[config.mk]
export PLATFORM = sky130hd
export DESIGN_NAME = pipeline_ctrl
export DESIGN_NICKNAME = d
export VERILOG_FILES = /design/src/rtl/pipeline_ctrl.sv
export SDC_FILE = /design/constraint.sdc
export NUM_CORES = 1
export LEC_CHECK = 0
export CAP_MARGIN = 20
export CORE_MARGIN = 2
export CORE_UTILIZATION = 40
export DETAILED_ROUTE_END_ITERATION = 7
export PLACE_DENSITY = 0.65
export SLEW_MARGIN = 40
export SYNTH_ARGS = -nofsm -noshare
export SYNTH_HDL_FRONTEND = slang
export SYNTH_SLANG_ARGS = --single-unit
[constraint.sdc]
create_clock -name clk -period 5.35 [get_ports clk]
set_input_delay 1.3375 -clock clk [delete_from_list [all_inputs] [get_ports clk]]
set_output_delay 1.3375 -clock clk [all_outputs]
set_load 0.02 [all_outputs]
[src/rtl/pipeline_ctrl.sv]
`default_nettype none
// ============================================================================
//  Module      : pipeline_ctrl
//  Description : Hazard, flush and halt control for a 5-stage in-order core.
//                Tracks in-flight register writers in a 3-slot shift register
//                (EX, MEM, WB) and stalls dependent ID instructions.
//                A taken branch in EX flushes the fetch path. A halt drains
//                the pipeline and then parks the core until reset.
//  Config      : `define FORWARD_EN  -> only a load in EX causes a stall
//                                       (single-cycle load-use)
//                (undefined)         -> any writer in EX/MEM/WB causes a stall
//  Revision    : 1.0  initial release
// ============================================================================
module pipeline_ctrl (
    input  logic        clk,
    input  logic        rst,
    input  logic        id_valid,
    input  logic [4:0]  id_rs1,
    input  logic [4:0]  id_rs2,
    input  logic [4:0]  id_rd,
    input  logic        id_rd_wen,
    input  logic        id_is_load,
    input  logic        id_halt,
    input  logic        ex_bch_taken,
    output logic        pc_en,
    output logic        if_id_en,
    output logic        if_id_flush,
    output logic        id_ex_flush,
    output logic        halted,
    output logic [15:0] stall_cnt
);

    localparam int          NUM_SLOTS = 3;
    localparam int          SLOT_EX   = 0;
    localparam int          SLOT_MEM  = 1;
    localparam int          SLOT_WB   = 2;
    localparam logic [15:0] CNT_MAX   = 16'hFFFF;

    // One in-flight instruction as seen by the hazard logic.
    typedef struct packed {
        logic       valid;
        logic       wen;
        logic [4:0] rd;
        logic       is_load;
    } slot_t;

    typedef enum logic [1:0] {
        ST_RUN    = 2'd0,
        ST_DRAIN  = 2'd1,
        ST_HALTED = 2'd2
    } state_t;

    state_t                 r_state;
    state_t                 w_state_nxt;
    slot_t                  r_slot [NUM_SLOTS];
    slot_t                  w_ex_in;
    logic [NUM_SLOTS-1:0]   w_writer;
    logic [NUM_SLOTS-1:0]   w_match;
    logic [NUM_SLOTS-1:0]   w_slot_valid;
    logic                   w_slots_empty;
    logic                   w_hazard;
    logic                   w_issue;
    logic                   w_stall;
    logic                   w_unused;
    logic [15:0]            r_stall_cnt;

    // Per-slot writer qualification and source-operand match. A slot writing
    // x0 never counts, which also keeps rs==0 from ever matching.
    generate
        for (genvar i = 0; i < NUM_SLOTS; i++) begin : g_slot_match
            assign w_slot_valid[i] = r_slot[i].valid;
            assign w_writer[i]     = r_slot[i].valid & r_slot[i].wen &
                                     (r_slot[i].rd != 5'd0);
            assign w_match[i]      = w_writer[i] &
                                     ((id_rs1 == r_slot[i].rd) |
                                      (id_rs2 == r_slot[i].rd));
        end
    endgenerate

    assign w_slots_empty = ~(|w_slot_valid);

`ifdef FORWARD_EN
    // Results are bypassed from EX/MEM/WB; only a load still in EX has no
    // data yet, so that is the sole stall source.
    assign w_hazard = id_valid & w_match[SLOT_EX] & r_slot[SLOT_EX].is_load;
    assign w_unused = ^{w_match[SLOT_WB:SLOT_MEM],
                        r_slot[SLOT_MEM].is_load, r_slot[SLOT_WB].is_load};
`else
    // No bypass network: the register file is only valid once the producer
    // has retired from WB, so every pending writer blocks a consumer.
    assign w_hazard = id_valid & (|w_match);
    assign w_unused = ^{r_slot[SLOT_EX].is_load,
                        r_slot[SLOT_MEM].is_load, r_slot[SLOT_WB].is_load};
`endif

    // Build the entry entering EX: the issuing ID instruction, or a bubble.
    always_comb begin
        w_ex_in = '0;
        if (w_issue) begin
            w_ex_in.valid   = 1'b1;
            w_ex_in.wen     = id_rd_wen;
            w_ex_in.rd      = id_rd;
            w_ex_in.is_load = id_is_load;
        end
    end

    // Pending-writer shift register: advances every cycle, never stalls.
    always_ff @(posedge clk) begin
        if (rst) begin
            for (int i = 0; i < NUM_SLOTS; i++) begin
                r_slot[i] <= '0;
            end
        end else begin
            r_slot[SLOT_EX]  <= w_ex_in;
            r_slot[SLOT_MEM] <= r_slot[SLOT_EX];
            r_slot[SLOT_WB]  <= r_slot[SLOT_MEM];
        end
    end

    // Control FSM state register.
    always_ff @(posedge clk) begin
        if (rst) begin
            r_state <= ST_RUN;
        end else begin
            r_state <= w_state_nxt;
        end
    end

    // Next state and pipeline control outputs. Branch flush wins over both
    // the hazard stall and a halt; reset overrides everything.
    always_comb begin
        w_state_nxt = r_state;
        pc_en       = 1'b0;
        if_id_en    = 1'b0;
        if_id_flush = 1'b0;
        id_ex_flush = 1'b1;
        halted      = 1'b0;
        w_issue     = 1'b0;
        w_stall     = 1'b0;

        case (r_state)
            ST_RUN: begin
                if (ex_bch_taken) begin
                    // Wrong-path instructions in IF/ID and ID are squashed.
                    pc_en       = 1'b1;
                    if_id_en    = 1'b1;
                    if_id_flush = 1'b1;
                    id_ex_flush = 1'b1;
                end else if (w_hazard) begin
                    // Freeze fetch and ID, push a bubble into EX.
                    w_stall     = 1'b1;
                end else if (id_valid && id_halt) begin
                    // The halt itself enters EX as a bubble, then drain.
                    pc_en       = 1'b1;
                    if_id_en    = 1'b1;
                    id_ex_flush = 1'b1;
                    w_state_nxt = ST_DRAIN;
                end else begin
                    pc_en       = 1'b1;
                    if_id_en    = 1'b1;
                    id_ex_flush = 1'b0;
                    w_issue     = id_valid;
                end
            end
            ST_DRAIN: begin
                if (w_slots_empty) begin
                    w_state_nxt = ST_HALTED;
                end
            end
            ST_HALTED: begin
                halted = 1'b1;
            end
            default: begin
                w_state_nxt = ST_RUN;
            end
        endcase

        if (rst) begin
            pc_en       = 1'b0;
            if_id_en    = 1'b0;
            if_id_flush = 1'b1;
            id_ex_flush = 1'b1;
            halted      = 1'b0;
            w_issue     = 1'b0;
            w_stall     = 1'b0;
            w_state_nxt = ST_RUN;
        end
    end

    // Saturating count of hazard-stall cycles.
    always_ff @(posedge clk) begin
        if (rst) begin
            r_stall_cnt <= 16'd0;
        end else if (w_stall && (r_stall_cnt != CNT_MAX)) begin
            r_stall_cnt <= r_stall_cnt + 16'd1;
        end
    end

    assign stall_cnt = r_stall_cnt;

endmodule
`default_nettype wire

[Yosys cells after proc, flatten, opt, wreduce, memory -nomap -nowiden]
Memories as Yosys holds them, arrays and structs flattened.
Cells that the tools add are included.
Word-level totals
  flip-flop bits (word level): 18
  memory bits (writable): 24
  logic and storage cells: 78
  memories: 1
Cells by class
  $add $sub $neg: 1
  equality and inequality tests: 13
  multiplexer cells: 35
  bitwise operators: 17
  reductions and logical operators: 9
Memories
  r_slot: depth 3, width 8, read ports 3, clocked after memory_dff 0, write ports 3, line 55  | slot_t r_slot [NUM_SLOTS];
Operators with widths (number)
  two-way mux 8 bit: 4
  equality test 5 bit: 6
  two-way mux 1 bit: 26
  adder 16 x 1 -> 16 bit (second input constant): 1
  inequality test 16 bit (second input constant): 1
  nonzero test 5 bit: 3
  bitwise AND 1 bit: 10
  two-way mux 2 bit: 4
  inequality test 2 bit (second input constant): 4
  OR 1 bit: 6
  case mux 2 bit (3 select lines): 1
  OR reduction 3 bit: 2
  AND reduction 5 bit: 1
  equality test 2 x 1 -> 1 bit (second input constant): 1
  equality test 2 bit (second input constant): 1
  logical AND 1 bit: 2
  zero test 2 bit: 1
  NOT 1 bit: 1

[Longest topological paths before layout]
Gate-level depths: netlist (run 1).
  depth in word-level cells: 11
  gate-level depth with buffers: 9

[Worst setup path after synthesis (run 1)]
Ideal clock, no wire load.
  path kind: input-to-output
  start point: in id_rs1[0]
  end point: out pc_en
  data arrival time: 3.132 ns
  data required time: 4.013 ns
  setup slack: 0.880 ns
  stages on the path: 9
  buffers on the path: 3
  cell sequence: xnor2_1 -> nand3_1 -> o22ai_1 -> a222oi_1 -> buf_2 -> buf_4 -> nor2_1 -> nor2_1 -> buf_4
Between the ends
  cells in the longest elaborated chain, start to end: 9
RTL lines
  start, declared: line 18  | input logic [4:0] id_rs1,
  equality test 5 bit: line 75  | ((id_rs1 == r_slot[i].rd) |
  OR 1 bit: line 75
  bitwise AND 1 bit: line 74  | assign w_match[i] = w_writer[i] &
  OR reduction 3 bit (*): line 91  | assign w_hazard = id_valid & (|w_match);
  bitwise AND 1 bit (*): line 91
  two-way mux 1 bit (*) (4 in series)
  end, declared: line 25  | output logic pc_en,
Mark *: on every way between the ends. The rest lies on a longest branch, timed or not.

[Worst setup path in the final report (run 1)]
  start point: in id_rs2[0]
  end point: out id_ex_flush
Between the ends
  cells in the longest elaborated chain, start to end: 9
RTL lines
  start, declared: line 19  | input logic [4:0] id_rs2,
  equality test 5 bit: line 76  | (id_rs2 == r_slot[i].rd));
  OR 1 bit: line 75
  bitwise AND 1 bit: line 74
  OR reduction 3 bit (*): line 91
  bitwise AND 1 bit (*): line 91
  two-way mux 1 bit (*): line 149  | end else if (w_hazard) begin
  two-way mux 1 bit (*): line 143  | if (ex_bch_taken) begin
  two-way mux 1 bit (*): line 141  | case (r_state)
  two-way mux 1 bit (*): line 178  | if (rst) begin
  end, declared: line 28  | output logic id_ex_flush,
Marked as above.

==> out/results.tsv, run 1 <==
metric	value	unit
ys_seq_area_frac	0.3952	
final_cell_count_no_fill	333	
p_sw	131.2	uW
wire_per_inst	13.26	um
critPathCapture	id_ex_flush	
finalSetupViolations	0	
yosysWarnings	0	
first_iter_violations	61	
coreArea	0.004755	mm^2
cts.sink_count	39	
start_util	0.4155	
globalplace.congestion	0.7610	
worstMarginPinSlew	0.6463	ns
final_area	0.002537	mm^2
numCtsBuffers	5	
clock_latency	0.29	ns
setup_tns	0	ns
wl	4416	um
muxShareOfSynthArea	0.01140	
synth.distinct_cells	39	
synthXorXnorAreaFrac	0.1330	
placedCellCount	325	
grt-ovfl-total	0	
ctsResizeCount	0	
start_kind	input pin	
cts_hold_buf	0	
grt_pass1_vias	1633	
finClkSkew	0.003569	ns
cts_root_buf	clkbuf_8	
leakage	0.8559	nW
timing.rr.start	r_slot[0][17]	
maxSlewHeadroom	0.5658	
grt_antenna_before_repair	0	
fp-row-count	25	
critPathCaptureType	output port	
synth_compound_area_frac	0.1400	
post-route-period-util	0.9203	
synth_top_family_by_area	simple AND/OR/NAND/NOR gates	
cts_htree_levels	2	
drive_gt1_frac	0.07143	
cts_tree	built	
drt_first_pass_iters	4	
synth_fa_ha_area_frac	0.006333	
place_area	0.002454	mm^2
reg2reg_slack	2.97	ns
dpl.hpwl	3260	um
swShare	0.2408	
multi_input_area	0.001141	mm^2
grtUsageMet2	0.2937	
die_w	74.28	um
p_int	413.8	uW
rsz0062_at_grt	false	
grt-busiest-layer	met2	
syn_nets	246	
nNetsFinal	288	
synth-simple-area-share	0.2869	
drc_errors	0	
post_cts.repair.setup_buffers	0	
r2r_end	r_slot[0][5]	
hold_viol	0	
io_buffers	41	
dieArea	0.005518	mm^2
worst-r2r-cell-count	7	
grt_pass1_wl	7362	um
pwr-share-seq	0.541	
max-cap-violations	0	
setup.worst_path.start	id_rs2[0]	
num-fill-cells	489	
p_clk_frac	0.350	
insertedDiodeCount	0	
p_per_area	214.8	mW/mm^2
synthesis.area	0.001976	mm^2
combPwrFrac	0.109	
hold_class	reg -> reg	
peakVddDrop	112.4	uV
min_period	4.924	ns
cts.reportedPaths.clkPinSlew	0.07	ns
ys_ff_latch	39	
synthesis.instances	223	
avgSynthCellArea	8.859	um^2
crit_arrival	3.59	ns
grtUsageMet1	0.2189	
io_pins	43	
critical_path_class	in -> out	
ant_nets	0	
cp.required	4.01	ns
worstPathMaxFanout	4	
vias	1738	
clock_path_buffers	2	
track_usage	0.1750	
timing_max_transition_violations_final	0	
status	complete, no violations	
grt_start_max_net_pins	33	
max_freq	203.1	MHz
areaGrowthSynthToFinish	28.44	%
grtUsageMet3	0.04336	
viasPerCell	5.219	
seqCellArea	780.7	um^2
die_h	74.28	um
## layout by cell type (no fill, tap or decap), drive strengths merged
master / n
a2111oi: 1
a211o: 1
a21oi: 13
a222oi: 1
and2: 6
and3: 1
buf: 4
clkbuf: 5
clkdlybuf4s50: 41
clkinv: 3
dfxtp: 39
ha: 1
inv: 2
mux2: 2
nand2: 15
nand2b: 4
nand3: 15
nand4: 4
nor2: 11
nor2b: 16
nor3: 4
nor3b: 4
nor4: 1
nor4b: 1
o211a: 1
o21a: 2
o21ai: 3
o22ai: 3
o311a: 3
o311ai: 1
o31a: 2
o31ai: 8
o41ai: 1
or2: 1
or3: 5
or3b: 3
or4: 8
xnor2: 30
## synth_stat cells (all sizes together)
library cell  number  area, um^2
dfxtp             39       780.8
xnor2             30       262.8
nor2b             16       100.1
nand2             15       56.30
nand3             15       75.07
a21oi             13       65.06
nor2              11       41.29
o31ai              8       60.06
or4                8       60.06
clkbuf             7       26.28
and2               6       37.54
or3                5       31.28
nand2b             4       25.02
nand4              4       25.02
nor3               4       20.02
nor3b              4       41.29
buf                3       20.01
o21ai              3       15.01
o22ai              3       18.77
o311a              3       30.03
or3b               3       26.28
inv                2       7.510
mux2               2       22.52
o21a               2       15.01
o31a               2       17.52
a2111oi            1       8.760
a211o              1       8.760
a222oi             1       10.01
and3               1       6.260
ha                 1       12.51
nor4               1       6.260
nor4b              1       8.760
o211a              1       10.01
o311ai             1       8.760
o41ai              1       8.760
or2                1       6.260
## logic make-up (layout without fill, tap and decap cells)
logic type,Yosys count,in the layout
buf+inv,12,55
compound gates,40,40
fa+ha+maj,1,1
flops,39,39
simple gates,99,99
xor+xnor,30,30
mux,2,2
## metal layers
metal,wire length [um],up-vias
met5,0,-
met4,72,0
met3,140,8
met2,2166,27
met1,2037,819
li1,-,884
## how the worst min path moves through the flow
stage	slack, ns	from	depth (start not counted)	endpoint
floorplan	0.44	r_slot[0][6]	1	r_slot[0][14]
global placement	0.46	r_slot[0][14]	1	r_slot[0][22]
detailed placement	0.46	r_slot[0][6]	1	r_slot[0][14]
CTS	0.47	r_slot[0][14]	1	r_slot[0][22]
global route	0.49	r_slot[0][14]	1	r_slot[0][22]
finish	0.47	r_slot[0][14]	1	r_slot[0][22]
## state kept, by name, summed over array words and instances, names as in the netlist
signal	count
r_state	2
r_slot	21
stall_cnt	16
## power by group through the flow
stage / Sequential [mW] / Clock, mW / Combinational, mW
2_1_floorplan: 0.301 / 0 / 0.0315
3_3_place_gp: 0.302 / 0 / 0.0598
3_5_place_dp: 0.302 / 0 / 0.0601
4_1_cts: 0.295 / 0.199 / 0.0604
5_1_grt: 0.295 / 0.212 / 0.0645
6_report: 0.295 / 0.191 / 0.0595
## final cells by class
type / instances / share of cell area
timing repair buffer: 45 / 0.1736
multi-input combinational: 172 / 0.4497
sequential: 39 / 0.3077
clock buffer: 5 / 0.02712
tap: 67 / 0.03304
inverter: 2 / 0.002959
clock inverter: 3 / 0.005917
## critical path, cell delays in order
cell,delay (ns)
clkdlybuf4s50_1,0.51
xnor2_1,0.18
nand3_1,0.09
o22ai_1,0.09
a222oi_1,0.31
buf_4,0.19
nand2b_1,0.05
a211o_1,0.29
clkdlybuf4s50_1,0.53
## metrics by stage
stage | power [mW] | utilization | setup slack [ns] | hold WS [ns]
floorplan | 0.3325 | - | 0.8801 | 0.4384
global placement | 0.3615 | 0.5161 | 0.3740 | 0.4565
detailed placement | 0.3618 | 0.5161 | 0.4069 | 0.4592
CTS | 0.5539 | 0.5337 | 0.3888 | 0.4708
global route | 0.5716 | 0.5337 | 0.2872 | 0.4918
finish | 0.5450 | 0.5337 | 0.4265 | 0.4688
Note: power is estimated with default switching activity, not from simulation.
==> run 2: changes to the inputs <==
--- a/config.mk
+++ b/config.mk
@@ -6,10 +6,13 @@
 export NUM_CORES = 1
 export LEC_CHECK = 0
 export CAP_MARGIN = 20
+export CELL_PAD_IN_SITES_DETAIL_PLACEMENT = 1
+export CELL_PAD_IN_SITES_GLOBAL_PLACEMENT = 2
 export CORE_MARGIN = 2
-export CORE_UTILIZATION = 40
+export CORE_UTILIZATION = 32
+export CTS_CLUSTER_DIAMETER = 200
 export DETAILED_ROUTE_END_ITERATION = 7
-export PLACE_DENSITY = 0.65
+export PLACE_DENSITY_LB_ADDON = 0.1
 export SLEW_MARGIN = 40
 export SYNTH_ARGS = -nofsm -noshare
 export SYNTH_HDL_FRONTEND = slang
==> out/results.tsv, run 2 (synthesis gave the netlist of run 1 again) <==
metric	value	unit
p_sw	137.9	uW
status	complete, no violations	
die_h	82.58	um
cp.required	4.01	ns
io_buffers	41	
grt_antenna_before_repair	0	
largest_reg_flops	21	
ant_nets	0	
clock_latency	0.30	ns
vias	1728	
setup_tns	0	ns
crit_arrival	3.59	ns
pre_cts_slack	0.2134	ns
p_per_area	237.6	mW/mm^2
start_kind	input pin	
finClkSkew	0.008383	ns
post-route-period-util	0.9219	
grt_pass1_wl	8273	um
cts.sink_count	39	
maxSlewHeadroom	0.5597	
hold_class	reg -> reg	
num-fill-cells	712	
max_freq	202.8	MHz
numCtsBuffers	5	
cts_tree	built	
ctsResizeCount	0	
hold_slack	0.4788	ns
dpl.hpwl	3811	um
coreArea	0.005956	mm^2
areaGrowthSynthToFinish	30.65	%
die_w	82.58	um
critical_path_class	in -> out	
combPwrFrac	0.098	
worstMarginPinSlew	0.6554	ns
rsz0062_at_grt	false	
p_int	475.5	uW
grt_start_max_net_pins	32	
nNetsFinal	288	
setup_slack	0.4178	ns
insertedDiodeCount	0	
grt-ovfl-total	0	
min_period	4.932	ns
cts_htree_levels	2	
clock_path_buffers	2	
worst-r2r-cell-count	7	
grt_pass1_vias	1651	
worstPathMaxFanout	4	
placedCellCount	332	
swShare	0.2248	
final_cell_count_no_fill	341	
wl	5138	um
io_pins	43	
p_clk_frac	0.421	
timing_max_transition_violations_final	0	
drt_first_pass_iters	4	
final_cell_mix	clkdlybuf4s50_1, dfxtp_1, xnor2_1	
fp-row-count	28	
final_common_cell	clkdlybuf4s50_1	
drive_gt1_frac	0.07143	
whs_path_depth	1	
globalplace.congestion	0.7672	
track_usage	0.1631	
leakage	0.8694	nW
drc_errors	0	
first_iter_violations	50	
regMostFlops	r_slot	
start_util	0.3317	
peakVddDrop	129.0	uV
finalSetupViolations	0	
critPathCaptureType	output port	
viasPerCell	5.067	
dieArea	0.006819	mm^2
hold_viol	0	
cts_root_buf	clkbuf_8	
cts.reportedPaths.clkPinSlew	0.08	ns
max-cap-violations	0	
wire_per_inst	15.07	um
pwr-share-seq	0.481	
[run 2: cell types whose count changed in the layout (fill, tap and decap cells not counted)]
| cell | before | now |
|---|---|---|
| clkbuf_8 | 5 | 6 |
| bufinv_16 | 0 | 1 |
| clkinv_2 | 3 | 1 |
[run 2: power groups by stage]
stage	registers [mW]	logic (mW)	clock network, mW
3_5_place_dp	0.302	0.0608	0
4_1_cts	0.295	0.0611	0.267
6_report	0.295	0.0602	0.258
2_1_floorplan	0.301	0.0315	0
5_1_grt	0.296	0.0657	0.280
3_3_place_gp	0.302	0.0601	0
[run 2: layout make-up]
class | count | area [um^2] | share of cell area
Clock inverter | 2 | 35.03 | 0.01357
Timing Repair Buffer | 45 | 440.4 | 0.1706
Multi-Input combinational cell | 172 | 1141 | 0.4421
Tap cell | 75 | 93.84 | 0.03635
Sequential cell | 39 | 780.7 | 0.3025
Clock buffer | 6 | 82.58 | 0.03199
Inverter | 2 | 7.507 | 0.002908
[run 2: path summary, 6_finish.rpt]
kind / endpoint / slack [ns] / start
worst max-delay path: id_ex_flush / 0.42 / id_rs1[4]
worst max register to register: r_slot[0][5] / 2.88 / r_slot[0][1]
worst min register to register: r_slot[0][14] / 0.48 / r_slot[0][6]
worst min-delay path: r_slot[0][14] / 0.48 / r_slot[0][6]
[run 2: critical path, cell delays in order]
cell and delay, ns:
clkdlybuf4s50_1 0.50, xnor2_1 0.17, nand3_1 0.10, o22ai_1 0.09
a222oi_1 0.33, buf_4 0.19, nand2b_1 0.05, a211o_1 0.29
clkdlybuf4s50_1 0.53
[run 2: through the flow]
| step | power, mW | util | cell area, um^2 |
|---|---|---|---|
| final | 0.6134 | 0.4334 | 2581 |
| after global routing | 0.6413 | 0.4334 | 2581 |
| after CTS | 0.6234 | 0.4321 | 2574 |
| after detailed placement | 0.3628 | 0.4124 | 2456 |
| after global placement | 0.3621 | 0.4124 | 2456 |
| after floorplan | 0.3325 | - | 1976 |
[run 2: what timing repair did]
item,CTS,global route
endpoints found under the setup margin,0,1
setup buffers,0,1
hold buffers,0,0
[run 2: per-layer routing]
metal	vias up	share of wire	global-route usage
li1	877	-	-
met4	0	0.012	0.04918
met3	8	0.032	0.03696
met1	815	0.53	0.2295
met5	-	0	0
met2	28	0.43	0.2476
==> run 3: changes to the inputs <==
--- a/config.mk
+++ b/config.mk
@@ -5,6 +5,7 @@
 export SDC_FILE = /design/constraint.sdc
 export NUM_CORES = 1
 export LEC_CHECK = 0
+export ABC_AREA = 0
 export CAP_MARGIN = 20
 export CELL_PAD_IN_SITES_DETAIL_PLACEMENT = 1
 export CELL_PAD_IN_SITES_GLOBAL_PLACEMENT = 2
==> results of run 3 <==
The final DEF is identical to that of run 2; final timing and power are the same.
